<file path="config.mk">
export PLATFORM = sky130hd
export DESIGN_NAME = fetch_pc_unit_flat
export DESIGN_NICKNAME = d
export VERILOG_FILES = /design/src/rtl/fetch_pc_unit_pkg.sv /design/src/rtl/fetch_pc_unit_if.sv /design/src/rtl/fetch_pc_unit_npc.sv /design/src/rtl/fetch_pc_unit.sv /design/src/flat_wrapper.sv
export SDC_FILE = /design/constraint.sdc
export NUM_CORES = 1
export LEC_CHECK = 0
export BUFFER_PORTS_ARGS = -buffer_cell sky130_fd_sc_hd__buf_2
export CORE_MARGIN = 1
export CORE_UTILIZATION = 50
export CTS_BUF_LIST = sky130_fd_sc_hd__clkbuf_16
export CTS_CLUSTER_DIAMETER = 30
export DETAILED_ROUTE_END_ITERATION = 7
export HOLD_SLACK_MARGIN = 0.1
export PLACE_DENSITY_LB_ADDON = 0.12
export RECOVER_POWER = 100
export SLEW_MARGIN = 20
export SYNTH_ARGS = -nofsm -noshare
export SYNTH_HDL_FRONTEND = slang
export SYNTH_SLANG_ARGS = --single-unit
</file>
<file path="constraint.sdc">
create_clock -name clk -period 3 [get_ports clk]
set_input_delay 0.45 -clock clk [delete_from_list [all_inputs] [get_ports clk]]
set_output_delay 0.45 -clock clk [all_outputs]
set_load 0.1 [all_outputs]
</file>
<file path="src/rtl/fetch_pc_unit_pkg.sv">
// Package cpu_defs: definitions shared by the P5 fetch stage.
//   npc_sel_e    - redirect kind of the instruction held in decode
//   RESET_PC_C   - address of the first instruction (ROM base)
//   NOP          - instruction word injected for an erroring fetch
//   sext16       - sign extension helper for 16-bit immediates
package cpu_defs;

    typedef enum logic [1:0] {
        NPC_SEQ = 2'b00,
        NPC_BR  = 2'b01,
        NPC_J   = 2'b10,
        NPC_JR  = 2'b11
    } npc_sel_e;

    localparam logic [31:0] RESET_PC_C = 32'h0000_3000;
    localparam logic [31:0] NOP        = 32'h0000_0000;

    function automatic logic signed [31:0] sext16(input logic [15:0] v);
        return {{16{v[15]}}, v};
    endfunction

endpackage

</file>
<file path="src/rtl/fetch_pc_unit_if.sv">
// Fetch/decode bus of the P5 core.
//   master : the fetch unit (drives pcF, addr_errF, pcD, instrD, pc8D)
//   slave  : the surrounding pipeline, ROM and hazard unit
// Signals:
//   stall                         - hazard-unit freeze
//   instrF                        - ROM data for pcF
//   npc_selD/br_takenD/imm16D/idx26D/rsdataD - decode-stage redirect info
//   pcF/addr_errF                 - fetch address and its fault flag
//   pcD/instrD/pc8D               - F/D register contents and jal link value
interface fetch_pc_unit_if;

    logic        stall;
    logic [31:0] instrF;
    logic [1:0]  npc_selD;
    logic        br_takenD;
    logic [15:0] imm16D;
    logic [25:0] idx26D;
    logic [31:0] rsdataD;
    logic [31:0] pcF;
    logic        addr_errF;
    logic [31:0] pcD;
    logic [31:0] instrD;
    logic [31:0] pc8D;

    modport master (
        input  stall, instrF, npc_selD, br_takenD, imm16D, idx26D, rsdataD,
        output pcF, addr_errF, pcD, instrD, pc8D
    );

    modport slave (
        output stall, instrF, npc_selD, br_takenD, imm16D, idx26D, rsdataD,
        input  pcF, addr_errF, pcD, instrD, pc8D
    );

endinterface

</file>
<file path="src/rtl/fetch_pc_unit_npc.sv">
// npc_calc: combinational next-PC selection.
//   pcF, pcD                 - current fetch PC and PC of the instruction in D
//   npc_sel, br_taken        - redirect kind and branch outcome
//   imm16, idx26, rsdata     - branch offset, jump index, jr target
//   npc                      - address loaded into pcF on the next edge
// The branch target is relative to the delay slot (pcD+4), which is why
// pcD rather than pcF is used for branches and jumps.
module npc_calc
    import cpu_defs::*;
(
    input  logic [31:0] pcF,
    input  logic [31:0] pcD,
    input  logic [1:0]  npc_sel,
    input  logic        br_taken,
    input  logic [15:0] imm16,
    input  logic [25:0] idx26,
    input  logic [31:0] rsdata,
    output logic [31:0] npc
);

    logic signed [31:0] br_off;
    logic [31:0]        seq_pc;
    logic [31:0]        br_pc;
    logic [31:0]        j_pc;

    // Sign-extend first, then scale to bytes: 16'hFFFF becomes -4.
    assign br_off = sext16(imm16) <<< 2;
    assign seq_pc = pcF + 32'd4;
    assign br_pc  = pcD + 32'd4 + br_off;
    assign j_pc   = {pcD[31:28], idx26, 2'b00};

    always_comb begin
        npc = seq_pc;
        unique case (npc_sel_e'(npc_sel))
            NPC_SEQ: npc = seq_pc;
            NPC_BR:  npc = br_taken ? br_pc : seq_pc;
            NPC_J:   npc = j_pc;
            NPC_JR:  npc = rsdata;
            default: npc = seq_pc;
        endcase
    end

endmodule

</file>
<file path="src/rtl/fetch_pc_unit.sv">
// fetch_pc_unit: P5 fetch-stage program counter and F/D pipeline register.
//   clk    - system clock, rising edge
//   reset  - synchronous active-high reset (wins over stall)
//   bus    - fetch/decode bus (master side), see fetch_pc_unit_if
// A redirect resolved in D is loaded into pcF on the same edge that moves
// the delay slot into D; nothing is ever squashed. Stall freezes all three
// registers, so a stalled redirect is simply re-evaluated next cycle.
module fetch_pc_unit #(
    parameter logic [31:0] RESET_PC = cpu_defs::RESET_PC_C,
    parameter int          IM_WORDS = 4096
) (
    input  logic             clk,
    input  logic             reset,
    fetch_pc_unit_if.master  bus
);
    import cpu_defs::*;

    // Window bounds held in 33 bits so a ROM ending at 2^32 cannot wrap.
    localparam logic [32:0] ROM_LO = {1'b0, RESET_PC};
    localparam logic [32:0] ROM_HI = ROM_LO + (33'(IM_WORDS) << 2);

    logic [31:0] pcf_q;
    logic [31:0] pcd_q;
    logic [31:0] instrd_q;
    logic [31:0] npc;
    logic        addr_err;

    npc_calc u_npc (
        .pcF      (pcf_q),
        .pcD      (pcd_q),
        .npc_sel  (bus.npc_selD),
        .br_taken (bus.br_takenD),
        .imm16    (bus.imm16D),
        .idx26    (bus.idx26D),
        .rsdata   (bus.rsdataD),
        .npc      (npc)
    );

    assign addr_err = (pcf_q[1:0] != 2'b00)
                   || ({1'b0, pcf_q} <  ROM_LO)
                   || ({1'b0, pcf_q} >= ROM_HI);

    // F -> D stage boundary
    always_ff @(posedge clk) begin
        if (reset) begin
            pcf_q    <= RESET_PC;
            pcd_q    <= 32'h0;
            instrd_q <= NOP;
        end else if (!bus.stall) begin
            pcf_q    <= npc;
            pcd_q    <= pcf_q;
            // A faulting fetch still records its PC but carries a nop.
            instrd_q <= addr_err ? NOP : bus.instrF;
        end
    end

    assign bus.pcF       = pcf_q;
    assign bus.addr_errF = addr_err;
    assign bus.pcD       = pcd_q;
    assign bus.instrD    = instrd_q;
    assign bus.pc8D      = pcd_q + 32'd8;

endmodule

</file>
<file path="src/flat_wrapper.sv">
// flat-port wrapper written by rule: the top's interface ports become plain ports
module fetch_pc_unit_flat import cpu_defs::*;
#(
    parameter logic [31:0] RESET_PC = cpu_defs::RESET_PC_C,
    parameter int          IM_WORDS = 4096
)
  (clk, reset, bus_stall, bus_instrF, bus_npc_selD, bus_br_takenD, bus_imm16D, bus_idx26D, bus_rsdataD, bus_pcF, bus_addr_errF, bus_pcD, bus_instrD, bus_pc8D);
  fetch_pc_unit_if bus_i ();
  input  logic clk;
  input  logic reset;
  input wire logic [$bits(bus_i.stall)-1:0] bus_stall;
  input wire logic [$bits(bus_i.instrF)-1:0] bus_instrF;
  input wire logic [$bits(bus_i.npc_selD)-1:0] bus_npc_selD;
  input wire logic [$bits(bus_i.br_takenD)-1:0] bus_br_takenD;
  input wire logic [$bits(bus_i.imm16D)-1:0] bus_imm16D;
  input wire logic [$bits(bus_i.idx26D)-1:0] bus_idx26D;
  input wire logic [$bits(bus_i.rsdataD)-1:0] bus_rsdataD;
  output wire logic [$bits(bus_i.pcF)-1:0] bus_pcF;
  output wire logic [$bits(bus_i.addr_errF)-1:0] bus_addr_errF;
  output wire logic [$bits(bus_i.pcD)-1:0] bus_pcD;
  output wire logic [$bits(bus_i.instrD)-1:0] bus_instrD;
  output wire logic [$bits(bus_i.pc8D)-1:0] bus_pc8D;
  assign bus_i.stall = bus_stall;
  assign bus_i.instrF = bus_instrF;
  assign bus_i.npc_selD = bus_npc_selD;
  assign bus_i.br_takenD = bus_br_takenD;
  assign bus_i.imm16D = bus_imm16D;
  assign bus_i.idx26D = bus_idx26D;
  assign bus_i.rsdataD = bus_rsdataD;
  assign bus_pcF = bus_i.pcF;
  assign bus_addr_errF = bus_i.addr_errF;
  assign bus_pcD = bus_i.pcD;
  assign bus_instrD = bus_i.instrD;
  assign bus_pc8D = bus_i.pc8D;
  fetch_pc_unit #(.RESET_PC(RESET_PC), .IM_WORDS(IM_WORDS)) u_core (.clk(clk), .reset(reset), .bus(bus_i));
endmodule
</file>
Word level (Yosys, flattened, before mapping)
Cells that the tools add are included.
{ "totals": {"register_bits": 96, "wordCells": 19} }
{ "classes": {"add_sub_neg": 4, "magnitude_cmp": 2, "n_eq_ne": 3, "n_mux": 3, "reduce_logical": 4} }
{ "op_table": {"columns": ["operator", "n"], "rows": [
  ["32-bit one-hot mux with 4 select lines", 1],
  ["32-bit by 3-bit adder with 32-bit output (second input constant)", 2],
  ["32-bit two-way mux", 2],
  ["32-bit adder", 1],
  ["32-bit by 4-bit adder with 32-bit output (second input constant)", 1],
  ["32-bit by 15-bit >= comparator with 1-bit output (second input constant)", 1],
  ["32-bit by 14-bit less-than comparator with 1-bit output (second input constant)", 1],
  ["2-bit == test (second input constant)", 2],
  ["2-bit by 1-bit == test with 1-bit output (second input constant)", 1],
  ["2-bit zero test", 1],
  ["1-bit logical OR", 2],
  ["2-bit nonzero test", 1]
]} }

Depth between registers and ports, before layout
{ "logic_depth": {"depth_word": 4, "ltp_mapped": 13, "mapped_depth_nobuf": 13} }

Hierarchy
Synthesis repeated with hierarchy kept, for this count alone.
{ "unflattened": {"cells_unflattened": 945, "area_unflattened_um2": 7723.7} }
{ "modules_own_cells": {"columns": ["mod", "instances", "cells_per_inst", "area_each_um2", "seq_area_each_um2"], "rows": [
  ["fetch_pc_unit", 1, 482, 4359.2, 1921.8],
  ["npc_calc", 1, 463, 3364.5, 0.0]
]} }

Least setup slack after synthesis
Ideal clock, no wire load.
{ "synth_path": {"path_kind": "reg2out", "startpoint": "reg u_core.pcd_q[3], in the netlist u_core.bus.pcD[3]", "endpoint": "out bus_pc8D[27]", "t_arrival_ns": 3.945, "required_time_ns": 2.550, "path_slack_ns": -1.395, "stages_incl_launch_ff": 9, "path_buffers": 1, "cell_sequence": "dfxtp_1 ha_1 and3_1 clkbuf_1 nand2_1 nor2_1 and3_1 nand4_1 xnor2_1"} }
{ "synth_between": {"elab_chain_cells": 1} }
{ "synth_rtl": {"columns": ["element", "line_no", "rtl"], "rows": [
  ["start: declaration", "fetch_pc_unit.sv:23", "logic [31:0] pcd_q;"],
  ["start signal: assignment", "fetch_pc_unit.sv:51", "pcd_q <= pcf_q;"],
  ["32-bit by 4-bit adder with 32-bit output", "fetch_pc_unit.sv:61", "assign bus.pc8D = pcd_q + 32'd8;"],
  ["end: declaration", "flat_wrapper.sv:22", "output wire logic [$bits(bus_i.pc8D)-1:0] bus_pc8D;"]
]} }
No other way between the ends.

Final worst setup path
{ "layout_path": {"startpoint": "reg u_core.pcd_q[4], in the netlist u_core.bus.pcD[4]", "endpoint": "reg u_core.pcf_q[24], in the netlist u_core.bus.pcF[24]"} }
{ "layout_between": {"elab_chain_cells": 4} }
{ "layout_rtl": {"columns": ["element", "line_no", "rtl"], "rows": [
  ["32-bit by 3-bit adder with 32-bit output", "fetch_pc_unit_npc.sv:29", "assign br_pc = pcD + 32'd4 + br_off;"],
  ["32-bit adder", "fetch_pc_unit_npc.sv:29", null],
  ["32-bit two-way mux", "fetch_pc_unit_npc.sv:36", "NPC_BR: npc = br_taken ? br_pc : seq_pc;"],
  ["32-bit one-hot mux with 4 select lines", "fetch_pc_unit_npc.sv:34", "unique case (npc_sel_e'(npc_sel))"],
  ["end signal: assignment", "fetch_pc_unit.sv:50", "pcf_q <= npc;"],
  ["end: declaration", "fetch_pc_unit.sv:22", "logic [31:0] pcf_q;"]
]} }
No other way between the ends.
A chain may end at the register's enable or synchronous reset.

==> impl_metrics.tcl <==
set metrics [dict create \
    utilization_pct 66.64 \
    ant_nets 0 \
    hp-class "input pin to flip-flop" \
    finalCriticalPeriod_ps 2880 \
    required_ps 3250 \
    finalInstanceArea_um2 9394 \
    synth_top_family_by_area "simple AND/OR/NAND/NOR gates" \
    wirelength_mm 23.41 \
    drv_cap 1 \
    synth_flop_cell "dfxtp_1" \
    yosysUniqueCellTypes 64 \
    synth_nets 1118 \
    power_density_nw_per_um2 423.8 \
    placementRows 43 \
    report.final.slew_viol_count 25 \
    pwr-share-seq_pct 36.0 \
    yosys.area.top_type "dfxtp_1" \
    synth-xor-area-share_pct 7.717 \
    peakVddDrop_mv 0.2770 \
    drt_iter0_markers 489 \
    first_global_vias 7226 \
    synth-compound-area-share_pct 19.99 \
    viasPerCell 5.866 \
    cp-end-kind "flip-flop" \
    start_kind "flip-flop" \
    ys_seq_area_share_pct 26.11 \
    switching_power_uw 1691 \
    netlist_area_um2 7361 \
    clockBufferDepth 2 \
    cts_tree "built" \
    hold_violations 0 \
    ctsHtreeMaxLevel 3 \
    track_usage_pct 31.09 \
    antennaDiodeCount 0 \
    clock.fmax_mhz 347.2 \
    pwr-share-clk_pct 28.9 \
    wire_per_inst_um 17.28 \
    slowest_delay_ps 420 \
    cpMostUsedCell "ha_1" \
    synthMuxAreaShare_pct 8.414 \
    nets 1343 \
    synth_adder_area_share_pct 10.47 \
    antenna_found_initial 0 \
    cts_buffers 9 \
    syn_inst 945 \
    swShare_pct 42.47 \
    path_max_fanout 7 \
    synth_edf_count 0 \
    finalWeightedCongestion 0.9106 \
    dieArea_um2 15210 \
    arrival_ps 3130 \
    finalSetupViolCount 0 \
    synthArstFlopShare_pct 0 \
    area_growth_pct 27.62 \
    vias 7949 \
    grt_pass1_wl_mm 36.80 \
    portBuffers 240 \
    start_util_pct 52.22 \
    ys_seq_elements 96 \
    internal-power_uw 2291 \
    clk_pin_slew_ps 80 \
    drive_gt1_share_pct 22.04 \
    power_leakage_uw 0.004110 \
    firstDrtPassIters 5 \
    path_cells "ha_1 > ha_1 > a211oi_2 > o21ai_0 > a41o_1 > a221o_1 > a21boi_1 > xor2_1 > o2bb2ai_1" \
    postCtsSetupBuffers 0 \
    violations "capacitance limit, slew limit" \
    synth.area.top_cells "dfxtp_1, ha_1, mux2i_1, a21oi_1, xnor2_1" \
    criticalPathCategory "flip-flop to flip-flop" \
    pwr-share-comb_pct 35.1 \
    cts_sinks 96 \
    fin_worst_skew_ps 10.72 \
    grt-ovfl-total 0 \
    dp.final_hpwl_mm 17.59 \
    synth_most_common_cell "dfxtp_1" \
    core_area_um2 14100 \
    die_h_um 123.3 \
    ioPinCount 241 \
    dpl-instance-area_um2 9260 \
    cp_top_family "compound AO/OA/AOI/OAI gates" \
    synth_top_area_share_pct 26.11 \
    synth_commonest_cells "dfxtp_1, a21oi_1, nand2_1, nor2_1, nand3_1" \
    crit_buf_inv 0 \
    syn_area_per_cell_um2 7.789 \
    grt_max_degree 69 \
    synth_warnings 0 \
    fillers 1344 \
    die_x_um 123.3 \
    outcome "finished, violations left" \
    worst_pin_slew_ps 1764 \
    rsz0062_at_grt "no" \
    synth_simple_gate_area_share_pct 21.74 \
    slowest_stage "a221o_1" \
    clock_latency_ps 360 \
    clockRootBuffer "clkbuf_16" \
    post-route-drc-count 0 \
    period_share_pct 96.01 \
    max-slew-margin-rel_pct -17.59 \
]
registers in the layout (all words and copies together), names as in the netlist:
register / cells
u_core.bus.instrD: 32
u_core.bus.pcF: 32
u_core.bus.pcD: 32
final timing paths:
kind	from	to	slack, ps	cells after the start
setup / recovery	u_core.bus.pcD[4]	u_core.bus.pcF[24]	120	9
hold / removal	bus_instrF[19]	u_core.bus.instrD[19]	360	3
setup reg to reg	u_core.bus.pcD[4]	u_core.bus.pcF[24]	120	9
hold reg to reg	u_core.bus.instrD[24]	u_core.bus.instrD[24]	460	2
worst min-delay path: stages:
cell,delay (ps)
buf_2,100
nand3_1,70
a21oi_1,60
cell type report:
class	instances	area (um^2)	area share, %
Inverter	39	146.4	1.558
Clock buffer	9	225.2	2.397
Tap cell	180	225.2	2.397
Timing Repair Buffer	277	1435	15.28
Multi-Input combinational cell	747	5329	56.73
Sequential cell	96	1972	20.99
Clock inverter	7	61.31	0.6526
cells in the final DEF, fill, tap and decap left out, types with 5 or more instances in the layout:
master,Yosys,layout
nand3_1,68,68
and2_1,5,5
ha_1,60,60
o21ai_0,52,53
and3_1,12,9
o211a_1,6,6
o22ai_1,5,5
nor2_1,76,73
o21bai_1,5,5
o211ai_1,7,7
nor3_1,12,12
nand4_1,25,25
nand2b_1,5,5
mux2_2,7,7
buf_4,3,35
clkbuf_2,0,14
a211oi_1,5,5
xnor2_1,44,27
nand2_1,88,87
xnor2_2,1,11
dfxtp_4,0,9
buf_12,0,5
a21oi_1,95,93
xor2_2,0,5
and4_1,6,5
clkbuf_16,0,9
dfxtp_2,0,13
o221ai_1,6,6
clkbuf_1,45,108
a221oi_1,10,10
mux2i_1,54,54
xor2_1,19,13
dfxtp_1,96,74
inv_1,39,38
buf_2,12,111
nor4_1,8,8
or3_1,6,6
a21o_1,8,8
xnor2_4,0,7
logic make-up after synthesis:
kind of cell	count (synthesis)
AOI/OAI and AO/OA	235
xor gates and xnor gates	64
adders and majority gates	61
buffers and inverters	102
DFF	96
muxes	61
and+or+nand+nor	326
per-layer routing:
layer	wire length (um)	track usage [%]
met5	0	0
met4	431	9.413
met3	1947	5.673
met2	10580	49.13
met1	10450	42.79
per-stage QoR:
step / setup WS, ps / power, uW / setup TNS (ps) / cells / hold slack [ps]
3_3_place_gp: 123.5 / 2854 / 0 / 1339 / 444.9
6_report: 119.7 / 3982 / 0 / 1355 / 355.9
3_5_place_dp: 52.67 / 2865 / 0 / 1339 / 452.2
5_1_grt: 7.881 / 4148 / 0 / 1355 / 353.1
4_1_cts: 28.01 / 4013 / 0 / 1355 / 348.4
2_1_floorplan: -27.75 / 2503 / -27.75 / 945 / 617.6
what timing repair did:
| item | in CTS | in global routing |
|---|---|---|
| hold buffers | 0 | 0 |
| cloned | 0 | 0 |
| pin swaps | 0 | 1 |
| endpoints found under the setup margin | 6 | 10 |
| resized for setup | 4 | 9 |
power groups by stage:
stage / registers [uW] / logic [uW] / clock network (uW)
after floorplan: 1820 / 681 / 0
after global placement: 1460 / 1400 / 0
after detailed placement: 1460 / 1410 / 0
after CTS: 1430 / 1410 / 1170
after global routing: 1440 / 1490 / 1220
final: 1430 / 1400 / 1150
Power figures use the tool's default switching activity.
